## config.mk

```make
export PLATFORM = sky130hd
export DESIGN_NAME = noc_output_arbiter_flat
export DESIGN_NICKNAME = d
export VERILOG_FILES = /design/src/rtl/noc_pkg.sv /design/src/rtl/noc_output_arbiter_if.sv /design/src/rtl/noc_rr_arbiter.sv /design/src/rtl/noc_output_arbiter.sv /design/src/flat_wrapper.sv
export SDC_FILE = /design/constraint.sdc
export NUM_CORES = 1
export LEC_CHECK = 0
export CORE_MARGIN = 3
export CORE_UTILIZATION = 46
export CTS_BUF_LIST = sky130_fd_sc_hd__clkbuf_4 sky130_fd_sc_hd__clkbuf_8
export DETAILED_ROUTE_END_ITERATION = 10
export MAX_ROUTING_LAYER = met4
export PLACE_DENSITY = 0.83
export SETUP_SLACK_MARGIN = 0.05
export SYNTH_ARGS = -nofsm -noshare
export SYNTH_HDL_FRONTEND = slang
export SYNTH_SLANG_ARGS = --single-unit
export TNS_END_PERCENT = 50
```

## constraint.sdc

```tcl
create_clock -name clk -period 5.7 [get_ports clk]
set_clock_uncertainty 0.05 [all_clocks]
set_input_delay 1.14 -clock clk [delete_from_list [all_inputs] [get_ports clk]]
set_output_delay 1.14 -clock clk [all_outputs]
set_load 0.005 [all_outputs]
```

## src/rtl/noc_pkg.sv

```systemverilog
// Shared NoC types: flit-type encoding, port naming and flit-type helpers.
package noc_pkg;

    localparam int unsigned NPORTS = 5;
    localparam int unsigned FLIT_W = 16;
    localparam int unsigned FT_W   = 2;

    typedef enum logic [FT_W-1:0] {
        FT_BODY   = 2'b00,
        FT_HEAD   = 2'b01,
        FT_TAIL   = 2'b10,
        FT_SINGLE = 2'b11
    } flit_type_t;

    typedef enum logic [2:0] {
        PORT_LOCAL = 3'd0,
        PORT_NORTH = 3'd1,
        PORT_EAST  = 3'd2,
        PORT_SOUTH = 3'd3,
        PORT_WEST  = 3'd4
    } port_e;

    function automatic flit_type_t to_flit_type(input logic [FT_W-1:0] field);
        return flit_type_t'(field);
    endfunction

    // A flit that may start a packet when the output is free.
    function automatic logic opens_packet(input flit_type_t ft);
        return (ft == FT_HEAD) || (ft == FT_SINGLE);
    endfunction

    // A flit whose transfer ends the packet.
    function automatic logic closes_packet(input flit_type_t ft);
        return (ft == FT_TAIL) || (ft == FT_SINGLE);
    endfunction

endpackage

```

## src/rtl/noc_output_arbiter_if.sv

```systemverilog
// Bus between the input-port FIFOs / output link and one output arbiter.
interface noc_output_arbiter_if #(
    parameter int unsigned NPORTS = noc_pkg::NPORTS,
    parameter int unsigned FLIT_W = noc_pkg::FLIT_W
);
    logic [NPORTS-1:0]        req_i;
    logic [NPORTS*FLIT_W-1:0] req_flit_i;
    logic [NPORTS-1:0]        shift_o;
    logic [FLIT_W-1:0]        out_flit_o;
    logic                     out_valid_o;
    logic                     out_ready_i;
    logic [NPORTS-1:0]        grant_o;
    logic                     locked_o;
    logic                     timeout_o;

    modport master (
        input  req_i, req_flit_i, out_ready_i,
        output shift_o, out_flit_o, out_valid_o, grant_o, locked_o, timeout_o
    );

    modport slave (
        output req_i, req_flit_i, out_ready_i,
        input  shift_o, out_flit_o, out_valid_o, grant_o, locked_o, timeout_o
    );
endinterface

```

## src/rtl/noc_rr_arbiter.sv

```systemverilog
// Combinational round-robin picker: first request at or above ptr_i, wrapping.
module noc_rr_arbiter #(
    parameter int unsigned N     = 5,
    parameter int unsigned PTR_W = 3
) (
    input  logic [N-1:0]     req_i,
    input  logic [PTR_W-1:0] ptr_i,
    output logic [N-1:0]     grant_o,
    output logic             any_o
);
    import noc_pkg::*;

    logic [PTR_W-1:0] idx;

    always_comb begin
        grant_o = '0;
        idx     = '0;
        for (int unsigned k = 0; k < N; k++) begin
            idx = PTR_W'((32'(ptr_i) + k) % N);
            if ((grant_o == '0) && req_i[idx]) begin
                grant_o[idx] = 1'b1;
            end
        end
    end

    assign any_o = |req_i;

endmodule

```

## src/rtl/noc_output_arbiter.sv

```systemverilog
// Wormhole output arbiter: round-robin packet lock on one output link.
// Optional starvation release enabled by macro NOC_ARB_TIMEOUT_EN.
module noc_output_arbiter #(
    parameter int unsigned NPORTS  = noc_pkg::NPORTS,
    parameter int unsigned FLIT_W  = noc_pkg::FLIT_W
`ifdef NOC_ARB_TIMEOUT_EN
    , parameter int unsigned TIMEOUT = 16
`endif
) (
    input  logic                  clk,
    input  logic                  rst_n,
    noc_output_arbiter_if.master  bus
);
    import noc_pkg::*;

    localparam int unsigned PTR_W = (NPORTS > 1) ? $clog2(NPORTS) : 1;

    typedef enum logic {ST_IDLE = 1'b0, ST_LOCKED = 1'b1} state_e;

    state_e             state_q, state_d;
    logic [NPORTS-1:0]  grant_q, grant_d;
    logic [PTR_W-1:0]   owner_q, owner_d;
    logic [PTR_W-1:0]   ptr_q, ptr_d;

    logic [NPORTS-1:0]  eligible, rr_grant;
    logic               rr_any;
    logic [PTR_W-1:0]   winner, next_ptr;
    logic [FLIT_W-1:0]  owner_flit;
    flit_type_t         owner_type;
    logic               owner_req, xfer;

    logic [NPORTS-1:0]  shift;
    logic [FLIT_W-1:0]  out_flit;
    logic               out_valid, timeout;

`ifdef NOC_ARB_TIMEOUT_EN
    localparam int unsigned CNT_W = $clog2(TIMEOUT + 1);
    logic [CNT_W-1:0]   cnt_q, cnt_d;
`endif

    // Only packet-opening flits may compete for an idle output.
    always_comb begin
        eligible = '0;
        for (int unsigned i = 0; i < NPORTS; i++) begin
            eligible[i] = bus.req_i[i] &
                opens_packet(to_flit_type(bus.req_flit_i[i*FLIT_W + FLIT_W - FT_W +: FT_W]));
        end
    end

    noc_rr_arbiter #(.N(NPORTS), .PTR_W(PTR_W)) u_rr (
        .req_i   (eligible),
        .ptr_i   (ptr_q),
        .grant_o (rr_grant),
        .any_o   (rr_any)
    );

    always_comb begin
        winner     = '0;
        owner_flit = '0;
        for (int unsigned i = 0; i < NPORTS; i++) begin
            if (rr_grant[i]) winner = PTR_W'(i);
            if (owner_q == PTR_W'(i)) owner_flit = bus.req_flit_i[i*FLIT_W +: FLIT_W];
        end
    end

    assign owner_type = to_flit_type(owner_flit[FLIT_W-1 -: FT_W]);
    assign owner_req  = |(bus.req_i & grant_q);
    assign next_ptr   = (owner_q == PTR_W'(NPORTS - 1)) ? '0 : owner_q + PTR_W'(1);

    always_comb begin
        state_d   = state_q;
        grant_d   = grant_q;
        owner_d   = owner_q;
        ptr_d     = ptr_q;
        shift     = '0;
        out_flit  = '0;
        out_valid = 1'b0;
        timeout   = 1'b0;
        xfer      = 1'b0;
`ifdef NOC_ARB_TIMEOUT_EN
        cnt_d     = cnt_q;
`endif
        unique case (state_q)
            ST_IDLE: begin
                if (rr_any && (eligible != '0)) begin
                    state_d = ST_LOCKED;
                    grant_d = rr_grant;
                    owner_d = winner;
`ifdef NOC_ARB_TIMEOUT_EN
                    cnt_d   = '0;
`endif
                end
            end
            ST_LOCKED: begin
                out_flit  = owner_flit;
                out_valid = owner_req;
                xfer      = owner_req & bus.out_ready_i;
                shift     = grant_q & {NPORTS{xfer}};
                if (xfer && closes_packet(owner_type)) begin
                    state_d = ST_IDLE;
                    grant_d = '0;
                    ptr_d   = next_ptr;
                end
`ifdef NOC_ARB_TIMEOUT_EN
                // Only cycles where the owner has nothing to offer count toward starvation.
                if (xfer) begin
                    cnt_d = '0;
                end else if (!owner_req) begin
                    cnt_d = cnt_q + CNT_W'(1);
                end
                if (cnt_q == CNT_W'(TIMEOUT)) begin
                    timeout = 1'b1;
                    state_d = ST_IDLE;
                    grant_d = '0;
                    ptr_d   = next_ptr;
                    cnt_d   = '0;
                end
`endif
            end
            default: state_d = ST_IDLE;
        endcase
    end

    always_ff @(posedge clk or negedge rst_n) begin
        if (!rst_n) begin
            state_q <= ST_IDLE;
            grant_q <= '0;
            owner_q <= '0;
            ptr_q   <= '0;
`ifdef NOC_ARB_TIMEOUT_EN
            cnt_q   <= '0;
`endif
        end else begin
            state_q <= state_d;
            grant_q <= grant_d;
            owner_q <= owner_d;
            ptr_q   <= ptr_d;
`ifdef NOC_ARB_TIMEOUT_EN
            cnt_q   <= cnt_d;
`endif
        end
    end

    assign bus.shift_o     = shift;
    assign bus.out_flit_o  = out_flit;
    assign bus.out_valid_o = out_valid;
    assign bus.grant_o     = grant_q;
    assign bus.locked_o    = (state_q == ST_LOCKED);
    assign bus.timeout_o   = timeout;

endmodule

```

## src/flat_wrapper.sv

```systemverilog
// flat-port wrapper written by rule: the top's interface ports become plain ports
module noc_output_arbiter_flat import noc_pkg::*;
#(
    parameter int unsigned NPORTS  = noc_pkg::NPORTS,
    parameter int unsigned FLIT_W  = noc_pkg::FLIT_W

)
  (clk, rst_n, bus_req_i, bus_req_flit_i, bus_out_ready_i, bus_shift_o, bus_out_flit_o, bus_out_valid_o, bus_grant_o, bus_locked_o, bus_timeout_o);
  noc_output_arbiter_if #(.NPORTS(NPORTS), .FLIT_W(FLIT_W)) bus_i ();
  input  logic clk;
  input  logic rst_n;
  input wire logic [$bits(bus_i.req_i)-1:0] bus_req_i;
  input wire logic [$bits(bus_i.req_flit_i)-1:0] bus_req_flit_i;
  input wire logic [$bits(bus_i.out_ready_i)-1:0] bus_out_ready_i;
  output wire logic [$bits(bus_i.shift_o)-1:0] bus_shift_o;
  output wire logic [$bits(bus_i.out_flit_o)-1:0] bus_out_flit_o;
  output wire logic [$bits(bus_i.out_valid_o)-1:0] bus_out_valid_o;
  output wire logic [$bits(bus_i.grant_o)-1:0] bus_grant_o;
  output wire logic [$bits(bus_i.locked_o)-1:0] bus_locked_o;
  output wire logic [$bits(bus_i.timeout_o)-1:0] bus_timeout_o;
  assign bus_i.req_i = bus_req_i;
  assign bus_i.req_flit_i = bus_req_flit_i;
  assign bus_i.out_ready_i = bus_out_ready_i;
  assign bus_shift_o = bus_i.shift_o;
  assign bus_out_flit_o = bus_i.out_flit_o;
  assign bus_out_valid_o = bus_i.out_valid_o;
  assign bus_grant_o = bus_i.grant_o;
  assign bus_locked_o = bus_i.locked_o;
  assign bus_timeout_o = bus_i.timeout_o;
  noc_output_arbiter #(.NPORTS(NPORTS), .FLIT_W(FLIT_W)) u_core (.clk(clk), .rst_n(rst_n), .bus(bus_i));
endmodule
```

==> reports/qor.tcl <==
set qor(run_status) {finished clean}
set qor(setup_viol_count_final) 0
set qor(gpl.final_weighted_congestion) 1.11
set qor(power.ir.vdd_worst_uv) 524
set qor(rsz_0062_raised_after_global_routing) {no}
set qor(post-cts-setup-buffers) 0
set qor(pwrdens_nw_per_um2) 696
set qor(number_of_i_o_port_buffers) 115
set qor(slew_headroom_pct) 27.3
set qor(fmax_ghz) 0.200
set qor(via_count) 3865
set qor(pin_count_of_the_biggest_net_entering_global_routing) 34
set qor(synthesis.nets) 531
set qor(netlist_area_um2) 3050
set qor(fillers) 560
set qor(hold-path-cell-count) 1
set qor(post-synth-top-area-fraction_pct) 11.1
set qor(timing.critical_path.arrival_ns) 5.04
set qor(yosys_warnings) 0
set qor(synth_enable_flop_cells) 0
set qor(number_of_core_rows) 29
set qor(total_leakage_power_nw) 1.72
set qor(drv_cap) 0
set qor(period_minus_slack_ns) 5.00
set qor(cts-buffers-inserted) 3
set qor(grt_first_pass_wirelength_um) 18500
set qor(largest_area_contributor_in_the_netlist) {sky130_fd_sc_hd__ha_1}
set qor(tightestPinTransition_ns) 1.09
set qor(ctsRootBufferMaster) {sky130_fd_sc_hd__clkbuf_8}
set qor(post_cts.resized_instances) 0
set qor(worst_hold_path_type) {reg2reg}
set qor(drive_gt1_share_pct) 5.86
set qor(clock_sink_count) 12
set qor(async_reset_ff_share_pct) 100
set qor(ys_seq_area_share_pct) 9.84
set qor(timing.final.max_slew_violations) 0
set qor(post_synth.cell_area_avg_um2) 7.35
set qor(antenna-diode-count) 0
set qor(fin_cells) 589
set qor(gr-usage-all-layers_pct) 30.8
set qor(core_area_um2) 6390
set qor(synth_top_cells_by_area) {sky130_fd_sc_hd__ha_1 11%, sky130_fd_sc_hd__dfrtp_1 9.8%, sky130_fd_sc_hd__nand2_1 6.5%}
set qor(netlist_instances) 415
set qor(detailedRoute.firstIterationViolations) 469
set qor(path_max_fanout) 17
set qor(clock_tree.htree_level_count) 1
set qor(place_inst) 585
set qor(required_time_of_the_critical_path_ns) 5.74
set qor(hold-path-endpoint) {u_core.ptr_q[0]}
set qor(layout.core_utilization_pct) 67.1
set qor(area_delta_synth_final_pct) 40.4
set qor(die_height_um) 87.4
set qor(clk_pin_slew_worst_paths_ns) 0.05
set qor(clock_path_buffers) 2
set qor(timing.hold.ws_ns) 0.506
set qor(boundaryPins) 117
set qor(worst-r2r-setup-slack_ns) 0.70
set qor(post-route-period-util_pct) 87.7
set qor(cts_tree) {done}
set qor(initial_antenna_violation_count) 0
set qor(synth.ff_latch_count) 12
set qor(final_antenna_net_count) 0
set qor(multi_input_gate_area_in_the_final_layout_um2) 2560
set qor(detail_route.drc_violations) 0
set qor(routedWlPerCell_um) 20.2
set qor(grt_pass1_vias) 3740
set qor(min_from) {u_core.owner_q[0]}
set qor(layout.nets) 629
set qor(globalRouteOverflowTotal) 0
set qor(rr_startpoint) {u_core.ptr_q[2]}
set qor(detailed_place_hpwl_um) 9570
set qor(viasPerCell) 6.56
set qor(worstSkewPairLatency_ns) 0.24
set qor(floorplan.initialDensity_pct) 47.8
set qor(synth_cell_type_count) 76
set qor(cts_hold_buffers) 0
set qor(die_width_um) 87.4
set qor(crit_path_start_kind) {register}
set qor(tritonroute_pass_1_iters) 5
set qor(dieArea_um2) 7640
set qor(r2r_end) {u_core.owner_q[1]}
set qor(ys_dominant_reg_cell) {sky130_fd_sc_hd__dfrtp_1}
set qor(final-seq-area_um2) 300
set qor(wl_um) 11900
set qor(path_class) {reg2reg}
set qor(worst_reg2reg_path_depth) 15
set qor(fin_tns_setup_ns) 0
set qor(critPathCaptureType) {register}
set qor(timing.final.hold_violations) 0
-- logic make-up (layout without fill, tap and decap cells) --
family / after synthesis / in the layout / synth area share [%]
compound gates: 155 / 155 / 40.5
mux: 10 / 10 / 4.18
fa+ha+maj: 28 / 28 / 11.7
simple gates: 153 / 153 / 24.4
other cells: 1 / 1 / 0.123
buf+inv: 48 / 145 / 6.40
flops: 12 / 12 / 9.84
xor+xnor: 8 / 8 / 2.79
-- layout make-up --
class,count,area share (%)
Inverter,20,1.75
Tap cell,77,2.25
Sequential cell,12,7.01
Clock buffer,4,1.29
Timing Repair Buffer,121,27.9
Multi-Input combinational cell,355,59.8
-- cell usage in the layout (no fill, tap or decap), types with 4 or more instances in the layout --
master                            Yosys  routed
sky130_fd_sc_hd__dfrtp_1             12      12
sky130_fd_sc_hd__o21ai_0             13      13
sky130_fd_sc_hd__a21oi_1             25      25
sky130_fd_sc_hd__o311ai_0            15      15
sky130_fd_sc_hd__ha_1                27      27
sky130_fd_sc_hd__clkbuf_8             0       4
sky130_fd_sc_hd__nor2_1              41      41
sky130_fd_sc_hd__a31oi_1              7       7
sky130_fd_sc_hd__mux2i_1              6       6
sky130_fd_sc_hd__and3_1               5       5
sky130_fd_sc_hd__o22ai_1              5       5
sky130_fd_sc_hd__xnor2_1              6       6
sky130_fd_sc_hd__nor3_1               6       6
sky130_fd_sc_hd__o211a_1             17      17
sky130_fd_sc_hd__nand3_1              8       8
sky130_fd_sc_hd__a211oi_1             5       5
sky130_fd_sc_hd__nor2b_1              4       4
sky130_fd_sc_hd__clkdlybuf4s50_1      0     115
sky130_fd_sc_hd__a222oi_1            18      18
sky130_fd_sc_hd__and2_1               9       9
sky130_fd_sc_hd__nand2_1             53      53
sky130_fd_sc_hd__buf_4                1       6
sky130_fd_sc_hd__inv_1               16      16
sky130_fd_sc_hd__nand3b_1             4       4
sky130_fd_sc_hd__o21ai_1              4       4
-- through the flow --
step           worst slack (ns)  power [mW]  instance area, um2
6_report                  0.701        2.98                4280
5_1_grt                   0.353        3.23                4280
4_1_cts                   0.770        2.94                4280
3_5_place_dp              0.773        2.83                4230
3_3_place_gp               1.00        2.78                4230
2_1_floorplan              1.16        1.97                3050
-- metal layers --
layer / up-vias / GRT usage, % / wire length, um
met5: - / - / 0
met4: 0 / 8.65 / 278
met3: 34 / 2.74 / 703
met2: 177 / 50.5 / 5920
met1: 1848 / 40.3 / 5000
li1: 1806 / - / -
-- flip-flops by register name, indices dropped and copies added (netlist names) --
signal / flops
u_core.bus.grant_o: 5
u_core.owner_q: 3
u_core.ptr_q: 3
u_core.bus.locked_o: 1
-- synthesized netlist by cell type, types with 3 or more instances --
cell type / number
sky130_fd_sc_hd__nand3b_1: 4
sky130_fd_sc_hd__ha_1: 27
sky130_fd_sc_hd__inv_2: 3
sky130_fd_sc_hd__nor3b_1: 3
sky130_fd_sc_hd__nand3_1: 8
sky130_fd_sc_hd__o2111ai_1: 3
sky130_fd_sc_hd__mux2i_1: 6
sky130_fd_sc_hd__o21ai_2: 3
sky130_fd_sc_hd__dfrtp_1: 12
sky130_fd_sc_hd__a31oi_1: 7
sky130_fd_sc_hd__and3_1: 5
sky130_fd_sc_hd__buf_2: 9
sky130_fd_sc_hd__nor3_1: 6
sky130_fd_sc_hd__o21a_1: 3
sky130_fd_sc_hd__o22ai_1: 5
sky130_fd_sc_hd__a21oi_1: 25
sky130_fd_sc_hd__and2_1: 9
sky130_fd_sc_hd__a222oi_1: 18
sky130_fd_sc_hd__o211a_1: 17
sky130_fd_sc_hd__o21ai_1: 4
sky130_fd_sc_hd__a211oi_1: 5
sky130_fd_sc_hd__o211ai_1: 3
sky130_fd_sc_hd__or3_1: 3
sky130_fd_sc_hd__clkbuf_1: 18
sky130_fd_sc_hd__a21boi_1: 3
sky130_fd_sc_hd__o311ai_0: 15
sky130_fd_sc_hd__inv_1: 16
sky130_fd_sc_hd__a21o_1: 3
sky130_fd_sc_hd__nor2b_1: 4
sky130_fd_sc_hd__o31ai_1: 3
sky130_fd_sc_hd__xnor2_1: 6
sky130_fd_sc_hd__nand2_1: 53
sky130_fd_sc_hd__o21ai_0: 13
sky130_fd_sc_hd__nor2_1: 41
-- critical path, stage by stage (launching register included) --
cell and delay [ns]:
sky130_fd_sc_hd__dfrtp_1 0.69, sky130_fd_sc_hd__inv_1 0.25, sky130_fd_sc_hd__ha_1 0.42, sky130_fd_sc_hd__nor3_1 0.25
sky130_fd_sc_hd__nand2b_1 0.16, sky130_fd_sc_hd__xnor2_1 0.09, sky130_fd_sc_hd__ha_1 0.21, sky130_fd_sc_hd__fa_1 0.42
sky130_fd_sc_hd__o21ai_2 0.17, sky130_fd_sc_hd__mux4_2 0.35, sky130_fd_sc_hd__a2111oi_0 0.78, sky130_fd_sc_hd__a31oi_1 0.16
sky130_fd_sc_hd__o2111ai_4 0.22, sky130_fd_sc_hd__nor2_1 0.11, sky130_fd_sc_hd__a221oi_1 0.36, sky130_fd_sc_hd__a41oi_1 0.17
-- power breakdown --
| part | total, mW | internal, mW | switching [mW] |
|---|---|---|---|
| sequential | 0.204 | 0.126 | 0.0786 |
| clock | 0.0924 | 0.0610 | 0.0313 |
| combinational | 2.68 | 1.19 | 1.49 |
-- worst max path at each step --
stage | startpoint | end | slack [ns]
global placement | u_core.ptr_q[2] | u_core.owner_q[1] | 1.0
detailed placement | u_core.ptr_q[2] | u_core.owner_q[1] | 0.77
floorplan | u_core.ptr_q[0] | u_core.owner_q[1] | 1.16
finish | u_core.ptr_q[2] | u_core.owner_q[1] | 0.70
CTS | u_core.ptr_q[2] | u_core.owner_q[1] | 0.77
global route | u_core.ptr_q[2] | u_core.bus.grant_o[3] | 0.35
No activity file was read; power rests on OpenSTA's default activity.
